==> src/rtl/i2c_tx_fifo.sv <==
// Byte FIFO between the APB register block and the I2C master core.
// Provides occupancy count, almost-full watermark, sticky error flags and flush.
module i2c_tx_fifo #(
    parameter int DATA_WIDTH  = 8,
    parameter int ADDR_WIDTH  = 4,
    parameter int AFULL_LEVEL = 12
) (
    input  logic                  PCLK,
    input  logic                  PRESET,
    input  logic                  W_ENA,
    input  logic [DATA_WIDTH-1:0] DATA_IN,
    input  logic                  R_ENA,
    input  logic                  FLUSH,
    input  logic                  CLEAR_ERR,
    output logic [DATA_WIDTH-1:0] DATA_OUT,
    output logic                  WRITE_FULL,
    output logic                  READ_EMPTY,
    output logic                  ALMOST_FULL,
    output logic [ADDR_WIDTH:0]   COUNT,
    output logic                  OVERFLOW,
    output logic                  UNDERFLOW
);

    localparam int DEPTH = 1 << ADDR_WIDTH;
    localparam logic [ADDR_WIDTH:0]   DEPTH_CNT = (ADDR_WIDTH+1)'(DEPTH);
    localparam logic [ADDR_WIDTH:0]   AFULL_CNT = (ADDR_WIDTH+1)'(AFULL_LEVEL);
    localparam logic [ADDR_WIDTH:0]   CNT_ZERO  = (ADDR_WIDTH+1)'(0);
    localparam logic [ADDR_WIDTH:0]   CNT_ONE   = (ADDR_WIDTH+1)'(1);
    localparam logic [ADDR_WIDTH-1:0] PTR_ZERO  = ADDR_WIDTH'(0);
    localparam logic [ADDR_WIDTH-1:0] PTR_ONE   = ADDR_WIDTH'(1);
    localparam logic [DATA_WIDTH-1:0] DATA_ZERO = DATA_WIDTH'(0);

    logic [DATA_WIDTH-1:0] mem_q [DEPTH];

    logic [ADDR_WIDTH-1:0] wptr_q, wptr_d;
    logic [ADDR_WIDTH-1:0] rptr_q, rptr_d;
    logic [ADDR_WIDTH:0]   count_q, count_d;
    logic [DATA_WIDTH-1:0] dout_q, dout_d;
    logic                  ovf_q, ovf_d;
    logic                  unf_q, unf_d;

    logic full_s;
    logic empty_s;
    logic push_s;
    logic pop_s;

    // Status decode and acceptance; flush swallows any concurrent push or pop.
    always_comb begin
        full_s  = (count_q == DEPTH_CNT);
        empty_s = (count_q == CNT_ZERO);
        push_s  = W_ENA && !full_s && !FLUSH;
        pop_s   = R_ENA && !empty_s && !FLUSH;
    end

    // Next-state for pointers, occupancy and pop data.
    always_comb begin
        wptr_d  = wptr_q;
        rptr_d  = rptr_q;
        count_d = count_q;
        dout_d  = dout_q;
        if (FLUSH) begin
            wptr_d  = PTR_ZERO;
            rptr_d  = PTR_ZERO;
            count_d = CNT_ZERO;
        end else begin
            if (push_s) begin
                wptr_d = wptr_q + PTR_ONE;
            end else begin
                wptr_d = wptr_q;
            end
            if (pop_s) begin
                rptr_d = rptr_q + PTR_ONE;
                dout_d = mem_q[rptr_q];
            end else begin
                rptr_d = rptr_q;
                dout_d = dout_q;
            end
            case ({push_s, pop_s})
                2'b10:   count_d = count_q + CNT_ONE;
                2'b01:   count_d = count_q - CNT_ONE;
                default: count_d = count_q;
            endcase
        end
    end

    // Sticky error flags: a rejected request sets, CLEAR_ERR clears, set wins.
    always_comb begin
        ovf_d = ovf_q;
        unf_d = unf_q;
        if (!FLUSH && W_ENA && full_s) begin
            ovf_d = 1'b1;
        end else if (CLEAR_ERR) begin
            ovf_d = 1'b0;
        end else begin
            ovf_d = ovf_q;
        end
        if (!FLUSH && R_ENA && empty_s) begin
            unf_d = 1'b1;
        end else if (CLEAR_ERR) begin
            unf_d = 1'b0;
        end else begin
            unf_d = unf_q;
        end
    end

    // Control state register with synchronous reset.
    always_ff @(posedge PCLK) begin
        if (PRESET) begin
            wptr_q  <= PTR_ZERO;
            rptr_q  <= PTR_ZERO;
            count_q <= CNT_ZERO;
            dout_q  <= DATA_ZERO;
            ovf_q   <= 1'b0;
            unf_q   <= 1'b0;
        end else begin
            wptr_q  <= wptr_d;
            rptr_q  <= rptr_d;
            count_q <= count_d;
            dout_q  <= dout_d;
            ovf_q   <= ovf_d;
            unf_q   <= unf_d;
        end
    end

    // Storage array; contents need no reset because only written slots are ever read.
    always_ff @(posedge PCLK) begin
        if (push_s && !PRESET) begin
            mem_q[wptr_q] <= DATA_IN;
        end
    end

    assign DATA_OUT    = dout_q;
    assign COUNT       = count_q;
    assign WRITE_FULL  = full_s;
    assign READ_EMPTY  = empty_s;
    assign ALMOST_FULL = (count_q >= AFULL_CNT);
    assign OVERFLOW    = ovf_q;
    assign UNDERFLOW   = unf_q;

endmodule

==> config.mk <==
export PLATFORM = sky130hd
export DESIGN_NAME = i2c_tx_fifo
export DESIGN_NICKNAME = d
export VERILOG_FILES = /design/src/rtl/i2c_tx_fifo.sv
export SDC_FILE = /design/constraint.sdc
export NUM_CORES = 1
export LEC_CHECK = 0
export ABC_CLOCK_PERIOD_IN_PS = 3660
export BUFFER_PORTS_ARGS = -buffer_cell sky130_fd_sc_hd__buf_2
export CAP_MARGIN = 20
export CELL_PAD_IN_SITES_DETAIL_PLACEMENT = 1
export CELL_PAD_IN_SITES_GLOBAL_PLACEMENT = 2
export CORE_ASPECT_RATIO = 0.9
export CORE_UTILIZATION = 45
export CTS_CLUSTER_SIZE = 40
export DETAILED_ROUTE_END_ITERATION = 7
export GPL_TIMING_DRIVEN = 1
export PLACE_DENSITY_LB_ADDON = 0.1
export SYNTH_ARGS = -nofsm -noshare
export SYNTH_HDL_FRONTEND = slang
export SYNTH_SLANG_ARGS = --single-unit
==> constraint.sdc <==
create_clock -name PCLK -period 3.66 [get_ports PCLK]
set_input_delay 0.549 -clock PCLK [delete_from_list [all_inputs] [get_ports PCLK]]
set_output_delay 0.549 -clock PCLK [all_outputs]
set_load 0.01 [all_outputs]
==> impl_metrics.tcl, run 1 <==
set metrics [dict create \
    slew_headroom_pct 38.0 \
    cap_violations 0 \
    synth_cells 374 \
    p_int_w 0.00289 \
    synth_warnings 0 \
    cts_setup_buffers 0 \
    drtIter0Drc 219 \
    clkLatencyLatePin_ns 0.43 \
    cts_inserted_buffers 17 \
    syn_nets 398 \
    wl_met2_um 5870 \
    async_reset_ff_share_pct 0 \
    min_period_ns 2.91 \
    via_count 3206 \
    cts.clk_slew.worst_paths_ns 0.06 \
    crit_path_end_kind "flop" \
    wl_um 12700 \
    critPathLaunch "COUNT[0]" \
    clock_skew_ns 0.0136 \
    final_nets 434 \
    synth_ff_type "edfxtp_1" \
    ios 32 \
    slew_viol_final 0 \
    synth.area.top_cells "edfxtp_1, dfxtp_1, mux4_2" \
    routabilityCongestion 0.774 \
    route.detailed.drc 0 \
    netSwitchingPower_w 0.000727 \
    combPwrFrac_pct 2.2 \
    start_util_pct 46.9 \
    multi_input_area_um2 1600 \
    synth_seq_cells 151 \
    drt-wirelength-per-cell_um 21.8 \
    viasPerCell 5.47 \
    grt.total_usage_pct 20.6 \
    pwr-share-seq_pct 51.8 \
    swShare_pct 20.1 \
    p_leak_nw 2.22 \
    clockBufferDepth 2 \
    grt_pass1_wl_um 19500 \
    antenna_found_initial 0 \
    crit_arrival_ns 3.26 \
    r2r_start "COUNT[0]" \
    vdd_drop_max_v 0.000409 \
    layout-drive-gt1-share_pct 20.1 \
    grt_start_max_net_pins 29 \
    grt_pass1_vias 3295 \
    timing.fmax_mhz 343 \
    postCtsHoldBufs 0 \
    die_h_um 112 \
    hp-class "input port to flop" \
    crit_fanout 13 \
    yosysTopAreaCell "edfxtp_1" \
    dp_hpwl_um 8180 \
    rows 39 \
    syn_area_per_cell_um2 16.1 \
    core_um2 12900 \
    n_fill_cell 1219 \
    crit_top_cell "inv_1" \
    cts.sinks 151 \
    final.setup.worst_slack_ns 0.746 \
    post-place-ws_ns 0.706 \
    cts_tree "built" \
    pwr-share-clk_pct 46.0 \
    status "completed" \
    cts-htree-levels 4 \
    dr_wl_met3_um 536 \
    synth-seq-area-share_pct 71.3 \
    dieArea_um2 13900 \
    max_stage_delay_ns 0.49 \
    synth_top_area_share_pct 63.7 \
    finalHoldViolCount 0 \
    powerDensity_nw_per_um2 525 \
    cts_resized 0 \
    syn_area_um2 6040 \
    diodes 0 \
    postRouteAntennaNets 0 \
    drt-pass1-iter-count 4 \
    ys_types 38 \
    routed.top_layer "met4" \
    worst_hold_startpoint "CLEAR_ERR" \
    cp.required_ns 4.01 \
    area_growth_pct 14.2 \
    dieWidth_um 124 \
    grt_overflow_total 0 \
    critPathKind "flop to flop" \
    rsz0062_at_grt "false" \
    regArea_um2 4310 \
    crit_path_top_delay_cell "nor4_2" \
    clock-root-buffer "clkbuf_16" \
    mostFrequentLayoutCells "edfxtp_1, nor2_1, mux2i_1" \
    cp-start-kind "flop" \
    setup_tns_ns 0 \
    synth-edff-count 128 \
    worst_pin_slew_ns 0.927 \
    finalSetupViolations 0 \
    route.layer.met1.wl_um 6170 \
    crit_chain "nor4_2 > a21boi_1 > buf_4 > inv_1 > ha_1 > inv_1 > fa_1 > nor2b_1 > o21ai_0 > nor4b_1 > or3_1 > a21oi_1" \
    final_common_cell "edfxtp_1" \
    io_buffers 31 \
    period_share_pct 79.6 \
]
## cells by family after synthesis
group / count (synthesis) / share of synthesized area (%)
adder cells (fa/ha/maj): 10 / 2.20
multiplexers: 49 / 11.4
flip-flops: 151 / 71.3
AND/OR/NAND/NOR: 82 / 6.49
buffers and inverters: 28 / 2.28
AO/OA/AOI/OAI: 46 / 5.14
XOR/XNOR: 8 / 1.16
## cell usage after synthesis, types with 2 or more instances
cell        n
edfxtp_1  128
nor2_1     44
mux2i_1    33
dfxtp_1    23
mux4_2     16
o22ai_1    16
buf_2      11
nand2_1    11
a22oi_1     9
ha_1        9
inv_1       9
a21oi_1     8
a311oi_1    8
nor2b_1     5
xor2_1      5
and3_1      4
clkbuf_1    3
nand3b_1    3
xnor2_1     3
and2_1      2
buf_1       2
buf_6       2
nand2b_1    2
nand4_1     2
o21ai_0     2
or3_1       2
## worst max-delay path, delay by kind of cell, from the launching register on
kind	cells	cell delay [ns]
compound gates	3	0.36
fa+ha+maj	2	0.64
buf+inv	3	0.36
flops	1	0.36
simple gates	4	1.11
## state kept, by name (all words and copies together) (netlist names)
name,cells
mem_q,128
DATA_OUT,8
COUNT,5
rptr_q,4
wptr_q,4
OVERFLOW,1
UNDERFLOW,1
## metal layers
metal / GRT usage [%] / up-vias
met5: 0 / -
met4: 8.33 / 0
met3: 5.53 / 12
met2: 30.2 / 59
met1: 29.1 / 1624
li1: - / 1511
## final timing paths
check / end / slack [ns] / cells after the start
max: COUNT[4] / 0.75 / 12
max reg2reg: COUNT[4] / 0.75 / 12
min reg2reg: UNDERFLOW / 0.46 / 2
min: UNDERFLOW / 0.41 / 4
## metrics by stage
stage                     hold slack, ns  instance area [µm²]  instances  utilization [%]  total power (W)
after global placement             0.444                 6340        555             49.2          0.00199
final                              0.406                 6900        586             53.5          0.00362
after CTS                          0.379                 6900        586             53.5          0.00365
after floorplan                    0.481                 6040        374                -          0.00195
after detailed placement           0.457                 6340        555             49.2          0.00199
after global routing               0.405                 6900        586             53.5          0.00373
## final cells by class
| class | count | share of cell area (%) |
|---|---|---|
| Timing Repair Buffer | 36 | 2.79 |
| Clock buffer | 19 | 6.28 |
| Multi-Input combinational cell | 195 | 23.2 |
| Clock inverter | 12 | 1.83 |
| Sequential cell | 151 | 62.4 |
| Inverter | 9 | 0.490 |
| Tap cell | 164 | 2.98 |
## power groups by stage
stage               Combinational, W  Sequential (W)  Clock [W]
finish                     0.0000790         0.00187    0.00166
global route               0.0000883         0.00187    0.00177
CTS                        0.0000806         0.00187    0.00170
detailed placement         0.0000801         0.00191          0
global placement           0.0000780         0.00191          0
floorplan                  0.0000334         0.00191          0
Note: power is estimated with default switching activity, not from simulation.
==> run 2: changes to the inputs <==
Settings changed: ABC_CLOCK_PERIOD_IN_PS 3660 to 2400, CORE_UTILIZATION 45 to 41.
Clock period 3.66 ns to 2.4 ns, I/O delays scaled along.
==> impl_metrics.tcl, run 2 (synthesis gave the netlist of run 1 again) <==
set metrics [dict create \
    rows 41 \
    cts.sinks 151 \
    finalSetupViolations 0 \
    diodes 0 \
    crit_path_top_delay_cell "dfxtp_4" \
    cts_inserted_buffers 17 \
    crit_path_end_kind "flop" \
    clkLatencyLatePin_ns 0.43 \
    pwr-share-clk_pct 48.2 \
    worst-path-buf-inv 2 \
    routabilityCongestion 0.719 \
    p_int_w 0.00464 \
    crit_family "simple AND/OR/NAND/NOR gates" \
    viasPerCell 5.25 \
    cts_tree "built" \
    max_stage_delay_ns 0.37 \
    io_buffers 31 \
    cts-htree-levels 4 \
    slew_viol_final 0 \
    cp.required_ns 2.76 \
    powerDensity_nw_per_um2 798 \
    pwr-share-seq_pct 49.4 \
    crit_chain "nor4_4 > a21boi_2 > inv_2 > ha_4 > inv_4 > fa_2 > nor2b_4 > o21ai_2 > nor4b_4 > or3_1 > a21oi_1" \
    placedCellCount 603 \
    swShare_pct 19.9 \
    drt-wirelength-per-cell_um 21.9 \
    dieWidth_um 130 \
    power_w 0.00579 \
    layout-drive-gt1-share_pct 26.7 \
    period_share_pct 94.7 \
    cap_violations 0 \
    hp-class "input port to flop" \
    final.setup.worst_slack_ns 0.127 \
    cp-start-kind "flop" \
    p_leak_nw 2.37 \
    fin_cells 638 \
    vdd_drop_max_v 0.000562 \
    die_h_um 117 \
    start_util_pct 42.5 \
    route.detailed.drc 0 \
    clock-root-buffer "clkbuf_16" \
    grt.total_usage_pct 20.0 \
    via_count 3350 \
    wl_um 14000 \
    dp_hpwl_um 8820 \
    grt_pass1_wl_um 20800 \
    mostFrequentLayoutCells "edfxtp_1, nor2_1, mux2i_1" \
    crit_fanout 5 \
    worst_pin_slew_ns 0.498 \
    grt_start_max_net_pins 33 \
    top_register "mem_q" \
    finalHoldViolCount 0 \
    postCtsHoldBufs 0 \
    largest_register_ffs 128 \
    slew_headroom_pct 66.8 \
    post-place-ws_ns 0.0293 \
    grt_pass1_vias 3437 \
    area_growth_pct 20.2 \
    cts.clk_slew.worst_paths_ns 0.06 \
    clockBufferDepth 2 \
    status "completed" \
    antenna_found_initial 0 \
    clock_skew_ns 0.00962 \
    netSwitchingPower_w 0.00115 \
    ios 32 \
    critPathKind "flop to flop" \
    core_um2 14200 \
    postRouteAntennaNets 0 \
    final_nets 456 \
    dieArea_um2 15200 \
    crit_arrival_ns 2.63 \
    grt_overflow_total 0 \
    timing.fmax_mhz 440 \
    min_period_ns 2.27 \
    combPwrFrac_pct 2.4 \
    drtIter0Drc 251 \
    n_fill_cell 1415 \
    drt-pass1-iter-count 4 \
    final_common_cell "edfxtp_1" \
]
[run 2: final timing paths]
kind,start,to,slack [ns],cells past startpoint
worst min register to register,UNDERFLOW,UNDERFLOW,0.48,2
worst max register to register,COUNT[3],COUNT[4],0.13,11
worst max-delay path,COUNT[3],COUNT[4],0.13,11
worst min-delay path,CLEAR_ERR,UNDERFLOW,0.23,4
[run 2: what timing repair did]
action | in CTS | in global routing
hold endpoints to repair | 0 | 0
resized for setup | 1 | 9
pin swaps | 0 | 2
setup endpoints to repair | 1 | 1
buffers inserted | 0 | 3
[run 2: worst register-to-register path, stage by stage (launching register included)]
cell	delay, ns
dfxtp_4	0.37
nor4_4	0.30
a21boi_2	0.11
inv_2	0.08
ha_4	0.18
inv_4	0.05
fa_2	0.37
nor2b_4	0.14
o21ai_2	0.07
nor4b_4	0.13
or3_1	0.30
a21oi_1	0.12
[run 2: metrics by stage]
stage | hold slack, ns | cell area (µm²) | setup TNS, ns | util [%]
2_1_floorplan | 0.459 | 6070 | -0.0245 | -
3_3_place_gp | 0.441 | 6560 | 0 | 46.2
3_5_place_dp | 0.481 | 6560 | 0 | 46.2
4_1_cts | 0.225 | 7190 | 0 | 50.6
5_1_grt | 0.243 | 7260 | -0.0249 | 51.1
6_report | 0.231 | 7260 | 0 | 51.1
[run 2: layer usage]
| layer | part of all wire, % | track usage, % | vias to the layer above |
|---|---|---|---|
| li1 | - | - | 1557 |
| met1 | 48 | 27.8 | 1716 |
| met2 | 46 | 30.6 | 65 |
| met3 | 4.5 | 5.41 | 12 |
| met4 | 1.2 | 6.51 | 0 |
| met5 | 0 | 0 | - |
[run 2: area by class of cell]
| cell class | count | area (µm²) | area share [%] |
|---|---|---|---|
| inverters | 9 | 36.3 | 0.500 |
| clock inverters | 12 | 178 | 2.45 |
| clock buffers | 20 | 437 | 6.02 |
| well taps | 193 | 241 | 3.33 |
| multi-input cells | 195 | 1670 | 23.0 |
| flip-flops and latches | 151 | 4310 | 59.4 |
| repair buffers | 58 | 383 | 5.28 |
[run 2: power groups by stage]
stage               Combinational, W  Clock, W  Sequential (W)
detailed placement          0.000134         0         0.00291
CTS                         0.000137   0.00285         0.00286
floorplan                  0.0000530         0         0.00292
finish                      0.000139   0.00279         0.00286
global placement            0.000130         0         0.00291
global route                0.000154   0.00295         0.00286
==> run 3: changes to the inputs <==
Settings changed: CELL_PAD_IN_SITES_DETAIL_PLACEMENT 1 to not set, CELL_PAD_IN_SITES_GLOBAL_PLACEMENT 2 to not set, CORE_UTILIZATION 41 to 54, PLACE_DENSITY set to 0.75, PLACE_DENSITY_LB_ADDON 0.1 to not set.
==> impl_metrics.tcl, run 3 (synthesis gave the netlist of run 1 again) <==
set metrics [dict create \
    hp-class "input port to flop" \
    period_share_pct 99.4 \
    crit_arrival_ns 2.73 \
    finalHoldViolCount 0 \
    placedCellCount 563 \
    diodes 0 \
    cts.sinks 151 \
    drt-pass1-iter-count 5 \
    route.detailed.drc 0 \
    p_leak_nw 2.41 \
    rsz0062_at_grt "true" \
    finalSetupViolations 0 \
    r2r-end "COUNT[4]" \
    vdd_drop_max_v 0.000517 \
    cts_inserted_buffers 17 \
    grt_overflow_total 0 \
    rows 36 \
    top_register "mem_q" \
    slew_viol_final 0 \
    routabilityCongestion 0.786 \
    slew_headroom_pct 49.9 \
    wl_um 12300 \
    area_growth_pct 20.1 \
    drtIter0Drc 384 \
    mostFrequentLayoutCells "edfxtp_1, nor2_1, mux2i_1" \
    clockBufferDepth 2 \
    cts-htree-levels 4 \
    core_um2 10900 \
    r2r_start "COUNT[3]" \
    dieWidth_um 113 \
    drt-wirelength-per-cell_um 20.6 \
    reg2reg_slack_ns 0.01 \
    cts.clk_slew.worst_paths_ns 0.06 \
    antenna_found_initial 0 \
    viasPerCell 5.70 \
    fin_cells 598 \
    crit_path_end_kind "flop" \
    final_common_cell "edfxtp_1" \
    timing.fmax_mhz 419 \
    grt_pass1_vias 3380 \
    critPathLaunch "COUNT[3]" \
    dieArea_um2 11600 \
    worst_pin_slew_ns 0.750 \
    post-place-ws_ns -0.0109 \
    largest_register_ffs 128 \
    fin_area_um2 7250 \
    dp_hpwl_um 7820 \
    via_count 3407 \
    grt_start_max_net_pins 24 \
    io_buffers 31 \
    cp-start-kind "flop" \
    critPathKind "flop to flop" \
    grt.total_usage_pct 23.1 \
    final.setup.worst_slack_ns 0.0134 \
    cp.required_ns 2.75 \
    start_util_pct 55.6 \
    cap_violations 0 \
    dpl_cell_area_um2 6520 \
    layout-drive-gt1-share_pct 27.4 \
    clkLatencyLatePin_ns 0.42 \
    status "completed" \
    worstRegToRegCells 11 \
    postRouteAntennaNets 0 \
    power_w 0.00594 \
    grt_pass1_wl_um 18700 \
    clock-root-buffer "clkbuf_16" \
    min_period_ns 2.39 \
    final_nets 457 \
    crit_end "COUNT[4]" \
    powerDensity_nw_per_um2 819 \
    clock_skew_ns 0.00702 \
    die_h_um 102 \
    crit_fanout 5 \
    ios 32 \
    cts_tree "built" \
]
==> run 3: worst max-delay path, cell delays in order, from the launching register on <==
cell and delay, ns:
dfxtp_4 0.36, nor4_4 0.33, a21boi_2 0.11, inv_2 0.08, ha_4 0.19, inv_4 0.05
fa_2 0.34, nor2b_2 0.15, o21ai_2 0.07, a211oi_1 0.31, o21ai_1 0.15, a21oi_2 0.16
==> run 3: worst min path at each step <==
stage	depth (start not counted)	startpoint	endpoint	slack, ns
after floorplan	0	DATA_IN[0]	mem_q[0][0]	0.46
after global placement	2	UNDERFLOW	UNDERFLOW	0.45
after detailed placement	2	UNDERFLOW	UNDERFLOW	0.46
after CTS	4	CLEAR_ERR	UNDERFLOW	0.21
after global routing	4	CLEAR_ERR	UNDERFLOW	0.23
final	4	CLEAR_ERR	UNDERFLOW	0.23
==> run 3: per-layer routing <==
| metal | routed length [µm] | track usage [%] | vias to the layer above | part of all wire, % |
|---|---|---|---|---|
| li1 | - | - | 1560 | - |
| met1 | 5410 | 31.8 | 1714 | 44 |
| met2 | 5900 | 35.8 | 118 | 48 |
| met3 | 833 | 6.05 | 15 | 6.8 |
| met4 | 156 | 8.60 | 0 | 1.3 |
| met5 | 0 | 0 | - | 0 |
==> run 3: layout make-up <==
cell class | count | area (µm²)
Multi-Input combinational cell | 195 | 1660
Inverter | 9 | 36.3
Fill cell | 706 | 3610
Clock buffer | 18 | 429
Sequential cell | 151 | 4310
Tap cell | 152 | 190
Clock inverter | 14 | 229
Timing Repair Buffer | 59 | 390
==> run 3: report_power, final <==
part	internal, W	switching, W
Sequential	0.00285	0.00000624
Combinational	0.0000450	0.0000882
Clock	0.00194	0.00101
==> run 3: timing repair <==
item,CTS,global route
endpoints found under the setup margin,1,1
hold buffers,0,0
pin swaps,1,2
setup buffers,1,2
gates resized for setup,0,10
endpoints found under the hold margin,0,0
==> run 3: metrics by stage <==
| stage | util [%] | TNS (ns) | hold WS (ns) |
|---|---|---|---|
| after floorplan | - | -0.0245 | 0.459 |
| after global placement | 60.1 | 0 | 0.450 |
| after detailed placement | 60.1 | -0.0109 | 0.463 |
| after CTS | 66.2 | 0 | 0.212 |
| after global routing | 66.8 | -0.0970 | 0.235 |
| final | 66.8 | 0 | 0.228 |
